[config.mk]
export PLATFORM = sky130hd
export DESIGN_NAME = aib_lane_ctrl
export DESIGN_NICKNAME = d
export VERILOG_FILES = /design/src/rtl/aib_pkg.sv /design/src/rtl/aib_rx_fifo.sv /design/src/rtl/aib_lane_ctrl.sv
export SDC_FILE = /design/constraint.sdc
export NUM_CORES = 1
export LEC_CHECK = 0
export BUFFER_PORTS_ARGS = -buffer_cell sky130_fd_sc_hd__buf_2
export CAP_MARGIN = 5
export CELL_PAD_IN_SITES_DETAIL_PLACEMENT = 1
export CELL_PAD_IN_SITES_GLOBAL_PLACEMENT = 2
export CORE_ASPECT_RATIO = 0.6
export CORE_MARGIN = 4
export CORE_UTILIZATION = 46
export DETAILED_ROUTE_END_ITERATION = 8
export PLACE_DENSITY = 0.93
export SETUP_SLACK_MARGIN = 0.3
export SYNTH_ARGS = -nofsm -noshare
export SYNTH_HDL_FRONTEND = slang
export SYNTH_SLANG_ARGS = --single-unit
[constraint.sdc]
create_clock -name clk -period 12.59 [get_ports clk]
set_clock_uncertainty 0.1 [all_clocks]
set_input_delay 0.6295 -clock clk [delete_from_list [all_inputs] [get_ports clk]]
set_output_delay 0.6295 -clock clk [all_outputs]
set_load 0.005 [all_outputs]
[src/rtl/aib_pkg.sv]
`default_nettype none
// +----------------------------------------------------------------------+
// | aib_pkg : shared state encoding, marker byte and width helper         |
// | Revision 1.0                                                          |
// +----------------------------------------------------------------------+
package aib_pkg;

  localparam logic [2:0] C_ST_IDLE      = 3'd0;
  localparam logic [2:0] C_ST_TX_TRAIN  = 3'd1;
  localparam logic [2:0] C_ST_TX_ACTIVE = 3'd2;
  localparam logic [2:0] C_ST_RX_SEARCH = 3'd3;
  localparam logic [2:0] C_ST_RX_LOCKED = 3'd4;

  localparam logic [7:0] C_MARKER_BYTE = 8'hA5;

  function automatic int clog2(input int value);
    int r;
    r = 0;
    for (int i = 0; i < 31; i++) begin
      if ((1 << i) < value) r = i + 1;
    end
    return r;
  endfunction

endpackage
`default_nettype wire

[src/rtl/aib_rx_fifo.sv]
`default_nettype none
// +----------------------------------------------------------------------+
// | aib_rx_fifo : sync FIFO with flush, full/empty and sticky overflow    |
// | Revision 1.0                                                          |
// +----------------------------------------------------------------------+
module aib_rx_fifo
  import aib_pkg::*;
#(
  parameter int DATA_WIDTH = 80,
  parameter int FIFO_DEPTH = 8
) (
  input  logic                  clk,
  input  logic                  rst,
  input  logic                  flush,
  input  logic                  wr_en,
  input  logic [DATA_WIDTH-1:0] wr_data,
  input  logic                  rd_en,
  output logic [DATA_WIDTH-1:0] rd_data,
  output logic                  full,
  output logic                  empty,
  output logic                  overflow
);

  localparam int C_AW = clog2(FIFO_DEPTH);

  logic [C_AW:0]           r_wr_ptr;
  logic [C_AW:0]           r_rd_ptr;
  logic [DATA_WIDTH-1:0]   r_mem [FIFO_DEPTH];
  logic                    r_overflow;
  logic                    w_pop;
  logic                    w_push;

  assign empty = (r_wr_ptr == r_rd_ptr);
  assign full  = (r_wr_ptr[C_AW] != r_rd_ptr[C_AW]) &&
                 (r_wr_ptr[C_AW-1:0] == r_rd_ptr[C_AW-1:0]);

  // A pop frees the slot in the same cycle, so a full FIFO still accepts a write.
  assign w_pop  = rd_en && !empty;
  assign w_push = wr_en && (!full || w_pop);

  assign rd_data  = empty ? '0 : r_mem[r_rd_ptr[C_AW-1:0]];
  assign overflow = r_overflow;

  always_ff @(posedge clk) begin
    if (rst || flush) begin
      r_wr_ptr   <= '0;
      r_rd_ptr   <= '0;
      r_overflow <= 1'b0;
    end else begin
      if (w_push) r_wr_ptr <= r_wr_ptr + 1'b1;
      if (w_pop)  r_rd_ptr <= r_rd_ptr + 1'b1;
      if (wr_en && full && !w_pop) r_overflow <= 1'b1;
    end
  end

  always_ff @(posedge clk) begin
    if (w_push && !flush && !rst) r_mem[r_wr_ptr[C_AW-1:0]] <= wr_data;
  end

endmodule
`default_nettype wire

[src/rtl/aib_lane_ctrl.sv]
`default_nettype none
// +----------------------------------------------------------------------+
// | aib_lane_ctrl : AIB-style lane controller, TX train/stream, RX lock   |
// | Revision 1.0                                                          |
// +----------------------------------------------------------------------+
module aib_lane_ctrl
  import aib_pkg::*;
#(
  parameter int                    DATA_WIDTH   = 80,
  parameter int                    FIFO_DEPTH   = 8,
  parameter int                    TRAIN_CYCLES = 16,
  parameter int                    LOCK_COUNT   = 4,
  parameter logic [DATA_WIDTH-1:0] MARKER       = {(DATA_WIDTH/8){C_MARKER_BYTE}}
) (
  input  logic                  clk,
  input  logic                  rst,
  input  logic                  enable,
  input  logic                  mode,
  input  logic [DATA_WIDTH:0]   pad_in,
  output logic [DATA_WIDTH:0]   pad_out,
  output logic [DATA_WIDTH:0]   pad_oe,
  input  logic [DATA_WIDTH-1:0] tx_data,
  input  logic                  tx_valid,
  output logic                  tx_ready,
  output logic [DATA_WIDTH-1:0] rx_data,
  output logic                  rx_valid,
  input  logic                  rx_ready,
  output logic                  link_up,
  output logic                  overflow
);

  localparam int C_TW = clog2(TRAIN_CYCLES + 1);
  localparam int C_LW = clog2(LOCK_COUNT + 1);
  localparam logic [C_TW-1:0] C_TRAIN_LAST = C_TW'(TRAIN_CYCLES - 1);
  localparam logic [C_LW-1:0] C_LOCK_LAST  = C_LW'(LOCK_COUNT - 1);

  logic [2:0]            r_state;
  logic [2:0]            w_state_nxt;
  logic                  r_mode;
  logic [C_TW-1:0]       r_train_cnt;
  logic [C_LW-1:0]       r_lock_cnt;
  logic [DATA_WIDTH:0]   r_tx_out;
  logic [DATA_WIDTH:0]   r_rx_in;
  logic                  w_abort;
  logic                  w_tx_state;
  logic                  w_rx_state;
  logic                  w_marker_hit;
  logic                  w_flush;
  logic                  w_fifo_wr;
  logic                  w_fifo_empty;
  logic                  w_fifo_full;

  assign w_tx_state   = (r_state == C_ST_TX_TRAIN) || (r_state == C_ST_TX_ACTIVE);
  assign w_rx_state   = (r_state == C_ST_RX_SEARCH) || (r_state == C_ST_RX_LOCKED);
  assign w_abort      = (r_state != C_ST_IDLE) && (!enable || (mode != r_mode));
  assign w_marker_hit = (r_rx_in == {1'b0, MARKER});

  always_comb begin
    w_state_nxt = r_state;
    if (w_abort) begin
      w_state_nxt = C_ST_IDLE;
    end else begin
      case (r_state)
        C_ST_IDLE:      if (enable) w_state_nxt = mode ? C_ST_TX_TRAIN : C_ST_RX_SEARCH;
        C_ST_TX_TRAIN:  if (r_train_cnt == C_TRAIN_LAST) w_state_nxt = C_ST_TX_ACTIVE;
        C_ST_TX_ACTIVE: w_state_nxt = C_ST_TX_ACTIVE;
        C_ST_RX_SEARCH: if (w_marker_hit && (r_lock_cnt == C_LOCK_LAST)) w_state_nxt = C_ST_RX_LOCKED;
        C_ST_RX_LOCKED: w_state_nxt = C_ST_RX_LOCKED;
        default:        w_state_nxt = C_ST_IDLE;
      endcase
    end
  end

  always_ff @(posedge clk) begin
    if (rst) begin
      r_state     <= C_ST_IDLE;
      r_mode      <= 1'b0;
      r_train_cnt <= '0;
      r_lock_cnt  <= '0;
      r_tx_out    <= '0;
      r_rx_in     <= '0;
    end else begin
      r_state <= w_state_nxt;
      if (r_state == C_ST_IDLE && enable) r_mode <= mode;

      if (r_state == C_ST_TX_TRAIN && w_state_nxt == C_ST_TX_TRAIN)
        r_train_cnt <= r_train_cnt + 1'b1;
      else
        r_train_cnt <= '0;

      if (r_state == C_ST_RX_SEARCH && w_state_nxt == C_ST_RX_SEARCH && w_marker_hit)
        r_lock_cnt <= r_lock_cnt + 1'b1;
      else
        r_lock_cnt <= '0;

      // Strobe-low zero word doubles as the idle pattern between transfers.
      if (r_state == C_ST_TX_ACTIVE && !w_abort && tx_valid)
        r_tx_out <= {1'b1, tx_data};
      else
        r_tx_out <= '0;

      r_rx_in <= (w_rx_state && !w_abort) ? pad_in : '0;
    end
  end

  always_comb begin
    pad_out = '0;
    case (r_state)
      C_ST_TX_TRAIN:  pad_out = {1'b0, MARKER};
      C_ST_TX_ACTIVE: pad_out = r_tx_out;
      default:        pad_out = '0;
    endcase
  end

  assign pad_oe   = {(DATA_WIDTH+1){w_tx_state}};
  assign tx_ready = (r_state == C_ST_TX_ACTIVE);
  assign link_up  = (r_state == C_ST_TX_ACTIVE) || (r_state == C_ST_RX_LOCKED);

  assign w_flush   = (r_state == C_ST_IDLE) || w_abort;
  assign w_fifo_wr = (r_state == C_ST_RX_LOCKED) && r_rx_in[DATA_WIDTH];
  assign rx_valid  = !w_fifo_empty;

  aib_rx_fifo #(
    .DATA_WIDTH (DATA_WIDTH),
    .FIFO_DEPTH (FIFO_DEPTH)
  ) u_rx_fifo (
    .clk      (clk),
    .rst      (rst),
    .flush    (w_flush),
    .wr_en    (w_fifo_wr),
    .wr_data  (r_rx_in[DATA_WIDTH-1:0]),
    .rd_en    (rx_ready),
    .rd_data  (rx_data),
    .full     (w_fifo_full),
    .empty    (w_fifo_empty),
    .overflow (overflow)
  );

  logic w_unused;
  assign w_unused = w_fifo_full;

endmodule
`default_nettype wire

==> results of run 1 <==
[registers in the layout, indices dropped and copies added, names as in the netlist, 3 cells and up, named ones only]
register	flops
u_rx_fifo.r_rd_ptr	4
r_lock_cnt	3
u_rx_fifo.r_mem	640
u_rx_fifo.r_wr_ptr	4
r_state	3
r_rx_in	81
r_tx_out	81
r_train_cnt	5
[cells by family (layout without fill, tap and decap cells)]
family	after synthesis	count (layout)	share of synthesized area, %
DFF	826	826	73.4
other	0	8	0
xor gates and xnor gates	12	12	0.408
AOI/OAI and AO/OA	54	54	1.29
and+or+nand+nor	377	377	7.04
buffers and inverters	179	583	3.41
adders and majority gates	6	6	0.240
muxes	243	243	14.2
[cell type report]
| type | count | share of cell area (%) |
|---|---|---|
| inverters | 10 | 0.107 |
| repair buffers | 433 | 6.17 |
| multi-input cells | 692 | 20.2 |
| well taps | 900 | 3.11 |
| flip-flops and latches | 826 | 63.3 |
| clock inverters | 32 | 1.16 |
| clock buffers | 108 | 5.83 |
| diodes | 8 | 0.0552 |
[cell usage in the layout (no fill, tap or decap), types with 3 or more instances in the layout]
cell type,count
edfxtp_1,640
nor2_1,96
nand2b_1,3
and2_1,202
buf_2,413
clkinv_2,6
buf_4,19
a21oi_1,5
inv_6,3
clkbuf_8,7
and3_1,3
ha_1,6
nor4bb_1,13
clkbuf_1,24
mux4_2,160
clkbuf_16,78
bufinv_16,9
nand3_1,6
clkinv_1,8
nor4_1,5
xnor2_2,3
nor2_4,7
or3_1,3
dfxtp_1,183
nand4_1,5
nand2_1,8
dfxtp_4,3
xnor2_1,7
inv_1,9
a21o_1,40
diode_2,8
mux2i_1,82
[worst paths after layout]
kind                               startpoint                      to  slack (ps)
worst min-delay path              tx_data[41]            r_tx_out[41]          90
worst max register to register         r_mode  u_rx_fifo.r_mem[0][66]        8390
worst min register to register  r_lock_cnt[0]           r_lock_cnt[0]         330
worst max-delay path                flip-flop              rx_data[7]        7730
[metal layers]
metal / vias to the layer above / wire, um / GRT usage (%)
li1: 7072 / - / -
met1: 8374 / 32700 / 30.0
met2: 576 / 38400 / 35.5
met3: 125 / 6140 / 5.94
met4: 22 / 1580 / 5.22
met5: - / 149 / 0
[power groups by stage]
stage | clock, mW | combinational (mW) | sequential (mW)
3_5_place_dp | 0 | 0.253 | 2.97
3_3_place_gp | 0 | 0.247 | 2.97
4_1_cts | 2.41 | 0.255 | 2.91
6_report | 2.35 | 0.247 | 2.91
5_1_grt | 2.54 | 0.276 | 2.91
2_1_floorplan | 0 | 0.217 | 2.97
==> impl_metrics.json, run 1 <==
{
  "grt_max_degree": 84,
  "ir_drop_mv": 0.107,
  "die_y_um": 210,
  "ys_top_cells_by_count": "edfxtp_1 (640), and2_1 (202), dfxtp_1 (186), mux4_2 (160), nor2_1 (102)",
  "yosysWarningCount": 0,
  "cp_max_fo": 49,
  "cp.arrival_ps": 4130,
  "p_sw_mw": 1.13,
  "clock_sinks": 826,
  "synth_ff_type": "edfxtp_1",
  "htreeDepth": 3,
  "cts_buffers": 75,
  "grt_pass1_vias": 17734,
  "place.port_buffers": 412,
  "timing.hold.ws_ps": 92.0,
  "hold_viol_final": 0,
  "fin_nets": 2211,
  "ys_seq_elements": 826,
  "final_util_pct": 54.3,
  "yosysSeqAreaShare_pct": 73.4,
  "status": "completed",
  "ios": 413,
  "syn_nets": 1870,
  "first_pass_iters": 5,
  "yosysMostFrequentCell": "edfxtp_1",
  "grt_antenna_before_repair": 19,
  "cts_setup_buffers": 0,
  "synth_top_cell_by_area": "edfxtp_1",
  "pre_cts_ws_ps": 7900,
  "synth_cell_types": 51,
  "slew_violations": 0,
  "setup_violations": 0,
  "cts_buffer_depth": 3,
  "grt_pass1_wl_mm": 118,
  "fin_crit_sh_pct": 38.6,
  "combinationalPowerShare_pct": 4.5,
  "die_w_um": 344,
  "ys_async_sr_fraction_pct": 0,
  "dpl_cell_area_um2": 33700,
  "cp-end-kind": "output pin",
  "routed_wl_mm": 79.0,
  "setup_slack_ps": 7730,
  "fin_setup_tns_ps": 0,
  "fillers": 6185,
  "max_stage_delay_ps": 830,
  "cp_num_buf_inv": 3,
  "hp-class": "in -> reg",
  "stdcell_count": 3009,
  "post-route-min-period_ps": 4860,
  "reg2regPathDepth": 6,
  "slew_headroom_pct": 15.3,
  "viasPerCell": 5.37,
  "cp.depth": 6,
  "dp.cells": 2859,
  "power_frac_clock_pct": 42.7,
  "drtAntennaViolNets": 0,
  "cpLargestDelayFamily": "buffers and inverters",
  "cts_hold_buf": 0,
  "drt_iter0_markers": 1379,
  "core_um2": 66800,
  "syn_to_final_growth_pct": 15.9,
  "wl_per_cell_um": 26.2,
  "hpwl_mm": 49.7,
  "worstPathCellList": "buf_4 -> buf_4 -> mux4_2 -> mux2i_1 -> nor2_1 -> buf_2",
  "cap_violations": 0,
  "insertion_delay_ps": 630,
  "tritoncts": "done",
  "synth_area_um2": 31300,
  "fin_area_um2": 36200,
  "power_mw": 5.51,
  "holdPathStages": 2,
  "path_class": "reg -> out",
  "ff_latch_area_um2": 23000,
  "synth-edff-count": 640,
  "cts_root_buf": "clkbuf_16",
  "multi_input_area_um2": 7330,
  "yosys-top-cells-area": "edfxtp_1 (61%), dfxtp_1 (12%), mux4_2 (12%)",
  "grt_overflow": 0,
  "track_usage_pct": 22.0,
  "seqPwrFrac_pct": 52.8,
  "ctsResizeCount": 0,
  "critPathLaunchType": "flip-flop",
  "worst_path_max_delay_cell": "buf_4",
  "p_int_mw": 4.38,
  "layout-drive-gt1-share_pct": 34.9,
  "drc_errors": 0,
  "cp_common_cell": "buf_4",
  "tightest_slew_ps": 1270,
  "fmax_mhz": 206,
  "num_vias": 16169,
  "cp_data_required_time_ps": 11860,
  "grt_setup_unrepaired": "no",
  "std_cell_rows": 73,
  "clk_pin_slew_ps": 70,
  "p_leak_nw": 11.6,
  "powerDensity_nw_per_um2": 152,
  "syn_inst": 1697,
  "gp_congestion": 0.749,
  "p_sw_share_pct": 20.5,
  "synth_top_area_share_pct": 61.5,
  "dieArea_um2": 72300,
  "start_util_pct": 46.8,
  "avgSynthCellArea_um2": 18.4
}
(Power assumes the default switching activity.)
==> run 2: changes to the inputs <==
- CORE_UTILIZATION: 46 -> 43
- PLACE_DENSITY: 0.93 -> 0.89
- clock period: 12.59 -> 4.75 ns (I/O delays scaled with it)
==> impl_metrics.json, run 2 (same netlist as run 1, synthesis figures left out) <==
{
  "worst_path_max_delay_cell": "or2_2",
  "first_pass_iters": 5,
  "tritoncts": "done",
  "layout-drive-gt1-share_pct": 33.0,
  "ios": 413,
  "fin_nets": 2386,
  "p_leak_nw": 12.4,
  "cts_root_buf": "clkbuf_16",
  "ctsResizeCount": 0,
  "drt_iter0_markers": 1419,
  "cp-end-kind": "output pin",
  "hpwl_mm": 48.0,
  "post-route-min-period_ps": 3660,
  "std_cell_rows": 76,
  "powerDensity_nw_per_um2": 382,
  "cp_data_required_time_ps": 4410,
  "setup_violations": 0,
  "tightest_slew_ps": 1200,
  "gp_congestion": 0.775,
  "cp.arrival_ps": 3330,
  "grt_antenna_before_repair": 8,
  "start_util_pct": 43.5,
  "power_mw": 14.5,
  "fin_area_um2": 38100,
  "track_usage_pct": 20.8,
  "hp-class": "in -> reg",
  "grt_max_degree": 84,
  "setup_slack_ps": 1090,
  "wl_per_cell_um": 24.8,
  "dieArea_um2": 77200,
  "grt_overflow": 0,
  "cap_violations": 0,
  "cts_buffer_depth": 3,
  "largest_reg_flops": 640,
  "drc_errors": 0,
  "critPathLaunchType": "flip-flop",
  "clock_sinks": 826,
  "dpl_cell_area_um2": 34000,
  "cts_buffers": 75,
  "routed_wl_mm": 80.5,
  "insertion_delay_ps": 620,
  "clk_pin_slew_ps": 70,
  "pre_cts_ws_ps": 1520,
  "hold_viol_final": 0,
  "grt_pass1_wl_mm": 120,
  "drtAntennaViolNets": 0,
  "core_um2": 71900,
  "slew_violations": 0,
  "max_stage_delay_ps": 940,
  "cp_max_fo": 83,
  "fin_crit_sh_pct": 77.2,
  "grt_pass1_vias": 18432,
  "status": "completed",
  "worstPathCellList": "nor3b_4 -> buf_4 -> or2_2 -> buf_2",
  "fmax_mhz": 273,
  "path_class": "reg -> out",
  "num_vias": 16913,
  "die_w_um": 356,
  "ir_drop_mv": 0.254,
  "htreeDepth": 3,
  "die_y_um": 217,
  "final_common_cell": "edfxtp_1",
  "viasPerCell": 5.21,
  "slew_headroom_pct": 19.1,
  "syn_to_final_growth_pct": 21.8,
  "layout_common_cells": "edfxtp_1 (640), buf_2 (412), and2_1 (202), dfxtp_1 (183), dlygate4sd3_1 (165)",
  "grt_setup_unrepaired": "no",
  "place.port_buffers": 412
}
==> run 2: per-layer routing <==
metal	wire (um)	part of all wire [%]	GRT usage (%)	up-vias
met5	42	0.052	0	-
met4	1730	2.1	4.78	6
met3	5190	6.4	4.83	119
met2	39200	49	34.1	571
met1	34300	43	28.5	8812
li1	-	-	-	7405
==> run 2: per-stage QoR <==
stage / hold WS, ps / cells / utilization, % / TNS [ps]
after floorplan: 207 / 1697 / - / -208930
final: 81.2 / 3249 / 53.0 / 0
after detailed placement: 341 / 2946 / 47.3 / 0
after global routing: 94.4 / 3248 / 53.0 / 0
after CTS: 44.1 / 3247 / 53.0 / 0
after global placement: 313 / 2946 / 47.3 / 0
==> run 2: final cells by class <==
type	instances	area, um2
clock inverter	40	362
multi-input combinational	692	7330
clock buffer	96	2060
timing repair buffer	608	4110
inverter	10	38.8
sequential	826	23000
antenna	2	5.00
fill	6722	33800
tap	975	1220
==> run 2: worst max-delay path: cells and delay by family (launching register included) <==
kind,cells,cell delay [ps]
AND/OR/NAND/NOR,2,1200
buffers and inverters,2,920
flip-flops,1,550
==> run 2: final timing paths <==
kind	from	end	slack (ps)	depth (start not counted)
setup / recovery	r_state[1]	pad_oe[78]	1090	4
hold / removal	mode	r_state[2]	80	4
setup reg to reg	r_mode	u_rx_fifo.r_mem[6][49]	1560	6
hold reg to reg	r_train_cnt[0]	r_train_cnt[0]	370	1
==> run 2: timing repair <==
item,CTS,global route
endpoints found under the setup margin,0,0
endpoints found under the hold margin,178,0
hold buffers,165,0
buffers inserted,0,0
==> run 2: power by group <==
group          switching (mW)  internal (mW)
Combinational           0.386          0.404
Sequential             0.0244           7.70
Clock                    2.67           3.36
==> run 3: changes to the inputs <==
- clock period: 4.75 -> 3.63 ns (I/O delays scaled with it)
==> impl_metrics.json, run 3 (same netlist as run 1, synthesis figures left out) <==
{
  "std_cell_rows": 76,
  "first_pass_iters": 7,
  "grt_antenna_before_repair": 7,
  "cp_data_required_time_ps": 3350,
  "ios": 413,
  "max_stage_delay_ps": 650,
  "grt_setup_unrepaired": "no",
  "final_common_cell": "edfxtp_1",
  "pre_cts_ws_ps": 724,
  "cp_max_fo": 23,
  "cts_buffers": 76,
  "critPathLaunchType": "flip-flop",
  "ctsResizeCount": 0,
  "num_vias": 17004,
  "drt_iter0_markers": 1270,
  "grt_pass1_wl_mm": 122,
  "slew_headroom_pct": 29.0,
  "worst_path_max_delay_cell": "dfxtp_4",
  "setup_slack_ps": 528,
  "stdcell_count": 3263,
  "drtAntennaViolNets": 0,
  "timing.hold.ws_ps": 173,
  "wl_per_cell_um": 24.8,
  "setup_violations": 0,
  "slew_violations": 0,
  "syn_to_final_growth_pct": 22.6,
  "gp_congestion": 0.774,
  "drc_errors": 0,
  "fin_area_um2": 38300,
  "largest_reg_flops": 640,
  "cts_buffer_depth": 3,
  "layout-drive-gt1-share_pct": 33.0,
  "path_class": "reg -> out",
  "core_um2": 71900,
  "start_util_pct": 43.5,
  "cpLargestDelayFamily": "multiplexers",
  "cp-end-kind": "output pin",
  "cp_num_buf_inv": 2,
  "fin_nets": 2395,
  "dieArea_um2": 77200,
  "grt_max_degree": 83,
  "final_util_pct": 53.3,
  "die_w_um": 356,
  "clk_pin_slew_ps": 60,
  "layout_common_cells": "edfxtp_1 (640), buf_2 (412), and2_1 (202), dfxtp_1 (182), dlygate4sd3_1 (166)",
  "grt_pass1_vias": 19055,
  "tritoncts": "done",
  "hold_viol_final": 0,
  "htreeDepth": 3,
  "cap_violations": 0,
  "hpwl_mm": 47.6,
  "status": "completed",
  "insertion_delay_ps": 620,
  "dpl_cell_area_um2": 34100,
  "cp.arrival_ps": 2820,
  "dp.cells": 2953,
  "ir_drop_mv": 0.316,
  "place.port_buffers": 412,
  "tightest_slew_ps": 1050,
  "grt_overflow": 0,
  "die_y_um": 217,
  "viasPerCell": 5.21,
  "fmax_mhz": 322,
  "powerDensity_nw_per_um2": 502,
  "clock_sinks": 826,
  "post-route-min-period_ps": 3100,
  "cts_root_buf": "clkbuf_16",
  "fillers": 6767,
  "hp-class": "in -> reg",
  "p_leak_nw": 12.5,
  "worstPathCellList": "buf_4 -> mux4_2 -> mux2i_1 -> nor2_1 -> buf_2",
  "routed_wl_mm": 80.9,
  "track_usage_pct": 21.1,
  "fin_crit_sh_pct": 85.5
}
run 3: cell types whose count changed in the layout (fill, tap and decap cells not counted), moves of 3 or more:
cell and delta:
clkinv_1 +3, buf_12 +4, clkinv_2 -6, clkbuf_8 -4, bufinv_16 +5, buf_4 +3, diode_2 +4, clkbuf_1 +6
run 3: timing repair:
item                      in CTS  in global routing
hold endpoints to repair     183                  0
setup buffers                  0                  0
hold buffers                 166                  0
run 3: per-stage QoR:
| stage | power (mW) | TNS (ps) |
|---|---|---|
| floorplan | 11.0 | -87690 |
| global placement | 11.2 | 0 |
| detailed placement | 11.2 | 0 |
| CTS | 19.4 | 0 |
| global route | 19.9 | 0 |
| finish | 19.2 | 0 |
run 3: worst reg2reg max path, delay by kind of cell (launching register included):
family,cells,cell delay [ps]
AND/OR/NAND/NOR,4,1320
flip-flops,1,640
buffers and inverters,1,440
run 3: layout make-up:
type	count	area, um2	area share [%]
multi-input cells	692	7350	19.2
diodes	6	15.0	0.0392
inverters	10	38.8	0.101
clock inverters	41	485	1.27
repair buffers	616	4220	11.0
clock buffers	97	2020	5.28
well taps	975	1220	3.18
flip-flops and latches	826	23000	59.9
run 3: layer usage:
| metal | track usage, % | part of all wire (%) | up-vias |
|---|---|---|---|
| met5 | 0 | 0.015 | - |
| met1 | 27.6 | 41 | 8806 |
| met4 | 6.30 | 2.7 | 2 |
| met2 | 35.4 | 50 | 627 |
| li1 | - | - | 7439 |
| met3 | 4.82 | 6.9 | 130 |
run 3: power by group:
part / internal [mW] / switching [mW] / total [mW]
sequential: 10.1 / 0.0341 / 10.1
clock: 4.68 / 3.45 / 8.13
combinational: 0.530 / 0.485 / 1.02
run 3: path summary, 6_finish.rpt:
| check | start | end | slack (ps) | depth (start not counted) |
|---|---|---|---|---|
| setup / recovery | flip-flop | rx_data[1] | 530 | 5 |
| hold / removal | tx_valid | r_tx_out[80] | 170 | 4 |
| setup reg to reg | r_state[2] | u_rx_fifo.r_mem[3][3] | 790 | 5 |
| hold reg to reg | r_lock_cnt[0] | r_lock_cnt[0] | 350 | 1 |
